### src/rtl/global_pkg.sv
`default_nettype none
// ============================================================================
// Module      : global_pkg
// Description : Shared types and constants for the PC sequencer slice.
// Revision    : 1.0  initial release
// ============================================================================
package global_pkg;

   // Sequencer states: IDLE samples requests, SHIFT runs the serial increment
   typedef enum logic [0:0] {
      IDLE  = 1'b0,
      SHIFT = 1'b1
   } pcs_state_t;

   // Increment step applied by inc_req (must be a power of two)
   localparam int PC_STEP = 4;

endpackage : global_pkg
`default_nettype wire

### src/rtl/pc_sequencer_if.sv
`default_nettype none
// ============================================================================
// Module      : pc_sequencer_if
// Description : Request / status bundle between a requester and pc_sequencer.
// Revision    : 1.0  initial release
// ============================================================================
interface pc_sequencer_if
   import global_pkg::*;
#(
   parameter int XLEN = 32
);
   logic              inc_req;
   logic              load_req;
   logic              trap_req;
   logic [XLEN-1:0]   target;
   logic [XLEN-1:0]   pc;
   logic [XLEN-1:0]   epc;
   logic              busy;
   logic              done;
   logic              misaligned;

   modport master (
      output inc_req, load_req, trap_req, target,
      input  pc, epc, busy, done, misaligned
   );

   modport slave (
      input  inc_req, load_req, trap_req, target,
      output pc, epc, busy, done, misaligned
   );
endinterface : pc_sequencer_if
`default_nettype wire

### src/rtl/digit_adder.sv
`default_nettype none
// ============================================================================
// Module      : digit_adder
// Description : DIGIT_W-bit combinational adder with carry-in and carry-out,
//               the only arithmetic used by the serial PC increment.
// Revision    : 1.0  initial release
// ============================================================================
module digit_adder
   import global_pkg::*;
#(
   parameter int DIGIT_W = 1
) (
   input  wire logic [DIGIT_W-1:0] i_a,
   input  wire logic [DIGIT_W-1:0] i_b,
   input  wire logic               i_cin,
   output logic      [DIGIT_W-1:0] o_sum,
   output logic                    o_cout
);
   logic [DIGIT_W:0] w_total;

   assign w_total = {1'b0, i_a} + {1'b0, i_b} + {{DIGIT_W{1'b0}}, i_cin};
   assign o_sum   = w_total[DIGIT_W-1:0];
   assign o_cout  = w_total[DIGIT_W];
endmodule : digit_adder
`default_nettype wire

### src/rtl/pc_sequencer.sv
`default_nettype none
// ============================================================================
// Module      : pc_sequencer
// Description : Program counter with trap/load/increment requests. The +4
//               increment is done digit-serially: each SHIFT cycle adds one
//               DIGIT_W-bit digit at the bottom of pc and rotates the result
//               in at the top, so after XLEN/DIGIT_W cycles pc is back in
//               order holding old_pc + 4.
// Revision    : 1.0  initial release
// ============================================================================
module pc_sequencer
   import global_pkg::*;
#(
   parameter int              XLEN         = 32,
   parameter int              DIGIT_W      = 1,
   parameter logic [XLEN-1:0] RESET_VECTOR = '0,
   parameter logic [XLEN-1:0] TRAP_VECTOR  = XLEN'(32'h00000010)
) (
   input wire logic      clk,
   input wire logic      rst,
   pc_sequencer_if.slave bus
);
   localparam int                c_NUM_DIGITS = XLEN / DIGIT_W;
   localparam int                CNT_W        = $clog2(c_NUM_DIGITS) + 1;
   localparam logic [CNT_W-1:0]  c_LAST_DIGIT = CNT_W'(c_NUM_DIGITS - 1);
   // PC_STEP is a power of two, so exactly one digit of it is non-zero
   localparam int                c_STEP_IDX_I = $clog2(PC_STEP) / DIGIT_W;
   localparam logic [CNT_W-1:0]  c_STEP_IDX   = CNT_W'(c_STEP_IDX_I);
   localparam logic [DIGIT_W-1:0] c_STEP_DIGIT =
      DIGIT_W'(PC_STEP >> (c_STEP_IDX_I * DIGIT_W));

   pcs_state_t         r_state;
   pcs_state_t         w_next_state;
   logic [XLEN-1:0]    r_pc;
   logic [XLEN-1:0]    r_epc;
   logic [CNT_W-1:0]   r_cnt;
   logic               r_carry;
   logic               r_done;
   logic               r_mis;

   logic               w_do_trap;
   logic               w_do_load;
   logic               w_do_inc;
   logic               w_do_shift;
   logic               w_finish;
   logic               w_mis;
   logic [DIGIT_W-1:0] w_step_digit;
   logic [DIGIT_W-1:0] w_sum;
   logic               w_cout;
   logic [XLEN-1:0]    w_pc_shifted;

   assign w_step_digit = (r_cnt == c_STEP_IDX) ? c_STEP_DIGIT : '0;

   digit_adder #(
      .DIGIT_W (DIGIT_W)
   ) u_digit_adder (
      .i_a    (r_pc[DIGIT_W-1:0]),
      .i_b    (w_step_digit),
      .i_cin  (r_carry),
      .o_sum  (w_sum),
      .o_cout (w_cout)
   );

   // New digit enters at the top; with a single digit the sum is the whole pc
   generate
      if (DIGIT_W == XLEN) begin : g_single_digit
         assign w_pc_shifted = w_sum;
      end else begin : g_multi_digit
         assign w_pc_shifted = {w_sum, r_pc[XLEN-1:DIGIT_W]};
      end
   endgenerate

   // State register
   always_ff @(posedge clk or posedge rst) begin
      if (rst) r_state <= IDLE;
      else     r_state <= w_next_state;
   end

   // Next-state and request decode; trap beats load beats increment
   always_comb begin
      w_next_state = r_state;
      w_do_trap    = 1'b0;
      w_do_load    = 1'b0;
      w_do_inc     = 1'b0;
      w_do_shift   = 1'b0;
      w_finish     = 1'b0;
      w_mis        = 1'b0;
      case (r_state)
         IDLE: begin
            if (bus.trap_req) begin
               w_do_trap = 1'b1;
            end else if (bus.load_req) begin
               if (bus.target[1:0] != 2'b00) begin
                  w_do_trap = 1'b1;
                  w_mis     = 1'b1;
               end else begin
                  w_do_load = 1'b1;
               end
            end else if (bus.inc_req) begin
               w_do_inc     = 1'b1;
               w_next_state = SHIFT;
            end
         end
         SHIFT: begin
            w_do_shift = 1'b1;
            if (r_cnt == c_LAST_DIGIT) begin
               w_finish     = 1'b1;
               w_next_state = IDLE;
            end
         end
         default: w_next_state = IDLE;
      endcase
   end

   // PC / EPC datapath, digit counter, carry and registered status pulses
   always_ff @(posedge clk or posedge rst) begin
      if (rst) begin
         r_pc    <= RESET_VECTOR;
         r_epc   <= '0;
         r_cnt   <= '0;
         r_carry <= 1'b0;
         r_done  <= 1'b0;
         r_mis   <= 1'b0;
      end else begin
         r_done <= w_do_trap | w_do_load | w_finish;
         r_mis  <= w_mis;
         if (w_do_trap) begin
            r_epc <= r_pc;
            r_pc  <= TRAP_VECTOR;
         end else if (w_do_load) begin
            r_pc  <= bus.target;
         end else if (w_do_inc) begin
            r_cnt   <= '0;
            r_carry <= 1'b0;
         end else if (w_do_shift) begin
            r_pc    <= w_pc_shifted;
            r_carry <= w_cout;
            r_cnt   <= r_cnt + CNT_W'(1);
         end
      end
   end

   assign bus.pc         = r_pc;
   assign bus.epc        = r_epc;
   assign bus.busy       = (r_state == SHIFT);
   assign bus.done       = r_done;
   assign bus.misaligned = r_mis;

endmodule : pc_sequencer
`default_nettype wire
### src/flat_wrapper.sv
// flat-port wrapper written by rule: the top's interface ports become plain ports
module pc_sequencer_flat import global_pkg::*;
#(
   parameter int              XLEN         = 32,
   parameter int              DIGIT_W      = 1,
   parameter logic [XLEN-1:0] RESET_VECTOR = '0,
   parameter logic [XLEN-1:0] TRAP_VECTOR  = XLEN'(32'h00000010)
)
  (clk, rst, bus_inc_req, bus_load_req, bus_trap_req, bus_target, bus_pc, bus_epc, bus_busy, bus_done, bus_misaligned);
  pc_sequencer_if #(.XLEN(XLEN)) bus_i ();
  input wire logic clk;
  input wire logic rst;
  input wire logic [$bits(bus_i.inc_req)-1:0] bus_inc_req;
  input wire logic [$bits(bus_i.load_req)-1:0] bus_load_req;
  input wire logic [$bits(bus_i.trap_req)-1:0] bus_trap_req;
  input wire logic [$bits(bus_i.target)-1:0] bus_target;
  output wire logic [$bits(bus_i.pc)-1:0] bus_pc;
  output wire logic [$bits(bus_i.epc)-1:0] bus_epc;
  output wire logic [$bits(bus_i.busy)-1:0] bus_busy;
  output wire logic [$bits(bus_i.done)-1:0] bus_done;
  output wire logic [$bits(bus_i.misaligned)-1:0] bus_misaligned;
  assign bus_i.inc_req = bus_inc_req;
  assign bus_i.load_req = bus_load_req;
  assign bus_i.trap_req = bus_trap_req;
  assign bus_i.target = bus_target;
  assign bus_pc = bus_i.pc;
  assign bus_epc = bus_i.epc;
  assign bus_busy = bus_i.busy;
  assign bus_done = bus_i.done;
  assign bus_misaligned = bus_i.misaligned;
  pc_sequencer #(.XLEN(XLEN), .DIGIT_W(DIGIT_W), .RESET_VECTOR(RESET_VECTOR), .TRAP_VECTOR(TRAP_VECTOR)) u_core (.clk(clk), .rst(rst), .bus(bus_i));
endmodule
### config.mk
export PLATFORM = sky130hd
export DESIGN_NAME = pc_sequencer_flat
export DESIGN_NICKNAME = d
export VERILOG_FILES = /design/src/rtl/global_pkg.sv /design/src/rtl/pc_sequencer_if.sv /design/src/rtl/digit_adder.sv /design/src/rtl/pc_sequencer.sv /design/src/flat_wrapper.sv
export SDC_FILE = /design/constraint.sdc
export NUM_CORES = 1
export LEC_CHECK = 0
export ABC_AREA = 1
export BUFFER_PORTS_ARGS = -buffer_cell sky130_fd_sc_hd__buf_2
export CELL_PAD_IN_SITES_DETAIL_PLACEMENT = 0
export CELL_PAD_IN_SITES_GLOBAL_PLACEMENT = 1
export CORE_ASPECT_RATIO = 0.5
export CORE_UTILIZATION = 40
export CTS_BUF_LIST = sky130_fd_sc_hd__clkbuf_16
export CTS_CLUSTER_SIZE = 12
export DETAILED_ROUTE_END_ITERATION = 8
export GPL_ROUTABILITY_DRIVEN = 0
export PLACE_DENSITY_LB_ADDON = 0.1
export SKIP_LAST_GASP = 1
export SLEW_MARGIN = 10
export SYNTH_ARGS = -nofsm -noshare
export SYNTH_HDL_FRONTEND = slang
export SYNTH_SLANG_ARGS = --single-unit
### constraint.sdc
create_clock -name clk -period 3.95 [get_ports clk]
set_input_delay 0.9875 -clock clk [delete_from_list [all_inputs] [get_ports clk]]
set_output_delay 0.9875 -clock clk [all_outputs]
set_load 0.01 [all_outputs]
==> out/qor.yml, run 1 <==
synth_top_cell_by_area: "dfrtp_1"
cp_common_cell: "nand2_1"
power_density_nw_per_um2: 470
hold_class: "reg2reg"
grt_pass1_wl_um: 14500
hpwl_um: 5750
slew_violations: 0
status: "finished, final reports clean"
pwr-share-seq: 0.434
ios: 104
maxCapViolCount: 0
clock_skew_ns: 0.00709
drive_gt1_frac: 0.323
hold_violations: 0
swShare: 0.299
first_pass_iters: 4
ir_drop_v: 0.000227
min_period_ns: 2.44
htree_levels: 3
synth_area_um2: 3620
areaGrowthSynthToFinish_pct: 21.3
fillers: 891
nets: 537
antenna_found_initial: 0
cpPeakStageDelay_ns: 0.66
io_buffers: 103
cts_buffer_depth: 2
die_area_um2: 9470
max_slew_margin: 0.352
power.leakage_nw: 2.42
die_h_um: 69.3
synthDistinctLibCells: 27
combinationalPowerShare: 0.194
tightest_slew_ns: 0.973
fin_crit_sh: 0.618
start_util: 0.415
clk_pin_slew_ns: 0.05
syn_nets: 446
syn_inst: 406
viasPerCell: 4.78
required_ns: 4.19
yosysTopAreaCellShare: 0.511
cts.sinks: 74
route.detailed.drc: 0
drt_iter0_drc: 174
netSwitchingPower_mw: 0.617
cts_tree: "done"
layout_commonest_cell: "buf_2"
yosysWarningCount: 0
path_max_fanout: 64
final-setup-viol-count: 0
grt_pass1_vias: 2802
num_vias: 2955
antenna_cells: 0
r2r-start: "u_core.bus.busy"
clkPwrFrac: 0.372
crit_arrival_ns: 2.68
tns_ns: 0
grt_max_degree: 65
timing.rr.end: "u_core.bus.pc[31]"
hold_path.startpoint: "u_core.bus.epc[11]"
whs_endpoint: "u_core.bus.epc[11]"
fp-row-count: 24
slowest_stage: "nand2_4"
reg2reg_depth: 6
mostFrequentLayoutCells: "buf_2, nand2_1, dfrtp_1"
avgRoutedWirePerCell_um: 14.1
fp.dieW_um: 137
endpoint_kind: "flop"
synth_area_per_cell_um2: 8.93
hold_buffers: 0
core_um2: 8740
numCtsBuffers: 9
critPathLaunchType: "input port"
postCtsSetupBuffers: 0
p_total_mw: 2.06
ys_seq_area_frac: 0.511
root_buffer: "clkbuf_16"
grt-ovfl-total: 0
detail-route-antenna-nets: 0
p_int_mw: 1.45
crit_type: "in2reg"
clkLatencyLatePin_ns: 0.33
r2r_slack_ns: 1.65
cts_resized: 0
holdPathStages: 2
synth-seq-cells: 74
worstPathCellList: "buf_2, nor2_8, nand2_1, nand2_4, nand2_1, o21ai_2"
wl_um: 8730
gr-usage-all-layers: 0.201
clock.fmax_ghz: 0.410
synth_area_leaders: "dfrtp_1, nand2_1, o21ai_2"
rsz0062_at_grt: "false"
-- synthesized netlist by cell type --
| library cell | n |
|---|---|
| inv_1 | 70 |
| o22ai_1 | 1 |
| buf_4 | 1 |
| clkbuf_1 | 6 |
| nand2_4 | 1 |
| nand2_1 | 78 |
| nor3_1 | 1 |
| nor2_8 | 1 |
| nor2_1 | 6 |
| o21ai_0 | 30 |
| dfrtp_1 | 74 |
| nand3_2 | 1 |
| nand2_2 | 2 |
| mux2i_1 | 1 |
| nand4_1 | 32 |
| ha_1 | 2 |
| inv_2 | 3 |
| o21ai_1 | 4 |
| fa_1 | 1 |
| buf_6 | 11 |
| nor2_4 | 1 |
| nand3_1 | 34 |
| a21oi_4 | 1 |
| a21oi_1 | 2 |
| o21ai_2 | 32 |
| nor4_1 | 1 |
| buf_2 | 9 |
-- worst max-delay path by stage --
| stage | startpoint | end | slack, ns |
|---|---|---|---|
| 2_1_floorplan | rst | u_core.bus.busy | 1.08 |
| 3_3_place_gp | bus_target[1] | u_core.bus.epc[23] | 1.22 |
| 3_5_place_dp | bus_trap_req | u_core.bus.pc[31] | 1.21 |
| 4_1_cts | bus_trap_req | u_core.bus.pc[31] | 1.55 |
| 5_1_grt | bus_trap_req | u_core.bus.pc[10] | 1.29 |
| 6_report | bus_target[1] | u_core.bus.epc[15] | 1.51 |
-- through the flow --
step / setup slack (ns) / hold slack [ns] / area, um2 / util / instances
after floorplan: 1.08 / 0.468 / 3620 / - / 406
after global placement: 1.22 / 0.461 / 4120 / 0.471 / 603
after detailed placement: 1.21 / 0.464 / 4120 / 0.471 / 603
after CTS: 1.55 / 0.478 / 4400 / 0.503 / 618
after global routing: 1.29 / 0.494 / 4400 / 0.503 / 618
final: 1.51 / 0.473 / 4400 / 0.503 / 618
-- cells by family after synthesis --
group                      share of synthesized area
buffers and inverters                          0.130
AOI/OAI and AO/OA                              0.133
and+or+nand+nor                                0.210
muxes                                        0.00276
DFF                                            0.511
adders and majority gates                     0.0124
-- power by group through the flow --
stage / clock network (mW) / logic [mW] / registers (mW)
after global placement: 0 / 0.401 / 0.909
after CTS: 0.796 / 0.405 / 0.897
after global routing: 0.820 / 0.455 / 0.907
after floorplan: 0 / 0.267 / 0.926
after detailed placement: 0 / 0.402 / 0.909
final: 0.768 / 0.400 / 0.897
-- layout make-up --
type / instances / area, um2 / share of cell area
clock buffers: 9 / 225 / 0.0512
flip-flops and latches: 74 / 1850 / 0.421
repair buffers: 107 / 546 / 0.124
well taps: 117 / 146 / 0.0333
clock inverters: 6 / 51.3 / 0.0117
multi-input cells: 232 / 1300 / 0.296
inverters: 73 / 275 / 0.0626
-- routing by layer --
layer | vias up | wire, um | track usage
met5 | - | 0 | 0
met4 | 0 | 27 | 0.0556
met3 | 2 | 450 | 0.0556
met2 | 81 | 3860 | 0.287
met1 | 1375 | 4390 | 0.297
li1 | 1497 | - | -
-- worst max-delay path: cells and delay by family --
family          cells  cell delay [ns]
compound gates      1             0.09
buf+inv             1             0.13
simple gates        4             1.41
-- registers in the layout, indices dropped and copies added (netlist names) --
signal / count
u_core.bus.epc: 32
u_core.bus.pc: 32
u_core.r_cnt: 6
u_core.bus.busy: 1
u_core.bus.done: 1
u_core.bus.misaligned: 1
u_core.r_carry: 1
Note: power is estimated with default switching activity, not from simulation.
==> run 2, diff against run 1 <==
--- a/config.mk
+++ b/config.mk
@@ -10,7 +10,7 @@
 export CELL_PAD_IN_SITES_DETAIL_PLACEMENT = 0
 export CELL_PAD_IN_SITES_GLOBAL_PLACEMENT = 1
 export CORE_ASPECT_RATIO = 0.5
-export CORE_UTILIZATION = 40
+export CORE_UTILIZATION = 35
 export CTS_BUF_LIST = sky130_fd_sc_hd__clkbuf_16
 export CTS_CLUSTER_SIZE = 12
 export DETAILED_ROUTE_END_ITERATION = 8
==> constraint.sdc (replaced) <==
create_clock -name clk -period 2.16 [get_ports clk]
set_input_delay 0.54 -clock clk [delete_from_list [all_inputs] [get_ports clk]]
set_output_delay 0.54 -clock clk [all_outputs]
set_load 0.01 [all_outputs]
==> out/qor.yml, run 2 (synthesis gave the netlist of run 1 again) <==
status: "finished, final reports clean"
clk_pin_slew_ns: 0.06  # about the same
power_density_nw_per_um2: 829  # +76%
viasPerCell: 4.59  # -4.1%
route.detailed.drc: 0  # unchanged
fin_crit_sh: 0.762
die_area_um2: 10800  # +14%
ir_drop_v: 0.000404  # +78%
placed_cells: 630  # +4.5%
power.leakage_nw: 2.47  # +1.9%
hpwl_um: 6190  # +7.7%
post-route-util: 0.461  # -0.0417
crit_type: "reg2out"
numCtsBuffers: 9  # unchanged
required_ns: 1.62  # -2.57 ns
reg2reg_depth: 6  # unchanged
fp.dieW_um: 146  # +6.8%
grt_pass1_wl_um: 14800  # +2.1%
clkLatencyLatePin_ns: 0.33  # about the same
crit_arrival_ns: 1.11  # -1.57 ns
antenna_cells: 0  # unchanged
final-setup-viol-count: 0  # unchanged
cts_resized: 0  # unchanged
timing.rr.end: "u_core.bus.pc[31]"
hold_violations: 0  # unchanged
fin_ws_ns: 0.515  # -0.994 ns
tightest_slew_ns: 0.407  # -0.566 ns
hold_class: "in2async"
cts.sinks: 74  # unchanged
grt_max_degree: 59  # -9.2%
grt-ovfl-total: 0  # unchanged
endpoint_kind: "primary output"
rsz0062_at_grt: "false"
clock_skew_ns: 0.00568  # -0.00142 ns
min_period_ns: 1.65
fp-row-count: 25  # +4.2%
tns_ns: 0  # unchanged
max_slew_margin: 0.728  # +0.377
slew_violations: 0  # unchanged
clock.fmax_ghz: 0.608
die_h_um: 74.0  # +6.7%
start_util: 0.371  # -0.0434
detail-route-antenna-nets: 0  # unchanged
num_vias: 2959  # +0.14%
regArea_um2: 1850  # unchanged
grt_pass1_vias: 2874  # +2.6%
critPathLaunchType: "flop"
areaGrowthSynthToFinish_pct: 24.2
root_buffer: "clkbuf_16"
fillers: 1033  # +16%
cts_buffer_depth: 2  # unchanged
r2r_slack_ns: 0.54  # -1.11 ns
placed_area_um2: 4250  # +3.2%
layout_commonest_cell: "buf_2"
place_ws_ns: 0.487  # -0.724 ns
gr-usage-all-layers: 0.180  # -0.0215
first_pass_iters: 7  # +3
mostFrequentLayoutCells: "buf_2, nand2_1, dfrtp_1"
io_buffers: 103  # unchanged
cts_tree: "done"
htree_levels: 3  # unchanged
path_max_fanout: 12  # -81%
multi_input_area_um2: 1300  # unchanged
r2r-start: "u_core.r_cnt[2]"
drt_iter0_drc: 143  # -18%
nets: 546  # +1.7%
antenna_found_initial: 0  # unchanged
drive_gt1_frac: 0.337  # +0.0139
final_area_um2: 4500  # +2.4%
fin_cells: 645  # +4.4%
core_um2: 9760  # +12%
wl_um: 8910  # +2.1%
ios: 104  # unchanged
avgRoutedWirePerCell_um: 13.8  # -2.2%
postCtsSetupBuffers: 0  # unchanged
maxCapViolCount: 0  # unchanged
hold_buffers: 0  # unchanged
run 2: area by class of cell:
class                   instances  share of cell area
flip-flops and latches         74               0.411
clock buffers                   9              0.0500
well taps                     135              0.0375
clock inverters                 6             0.00611
repair buffers                116               0.145
multi-input cells             232               0.289
inverters                      73              0.0617
run 2: critical path, stage by stage (launching register included):
cell     delay, ns
dfrtp_1       0.39
buf_4         0.23
buf_2         0.16
run 2: worst max path at each step:
stage,from,endpoint,slack [ns],depth (start not counted)
2_1_floorplan,u_core.r_cnt[0],u_core.bus.pc[31],0.71,7
3_3_place_gp,bus_trap_req,u_core.bus.pc[4],0.48,8
3_5_place_dp,bus_trap_req,u_core.bus.pc[4],0.49,8
4_1_cts,u_core.bus.busy,bus_busy,0.50,2
5_1_grt,u_core.r_cnt[0],u_core.bus.pc[31],0.44,7
6_report,u_core.bus.busy,bus_busy,0.51,2
run 2: through the flow:
step                hold slack [ns]  power (mW)
finish                        0.207        3.73
global placement              0.461        2.46
CTS                           0.211        3.78
detailed placement            0.463        2.45
floorplan                     0.468        2.18
global route                  0.230        3.95
run 2: metal layers:
layer | GRT usage | wire length [um] | vias up
met5 | 0 | 0 | -
met4 | 0.0421 | 0 | 0
met3 | 0.0546 | 443 | 0
met2 | 0.256 | 3730 | 73
met1 | 0.265 | 4730 | 1379
li1 | - | - | 1507
run 2: power breakdown:
group	internal [mW]	switching [mW]
registers	1.53	0.0950
logic	0.288	0.508
clock network	0.754	0.554
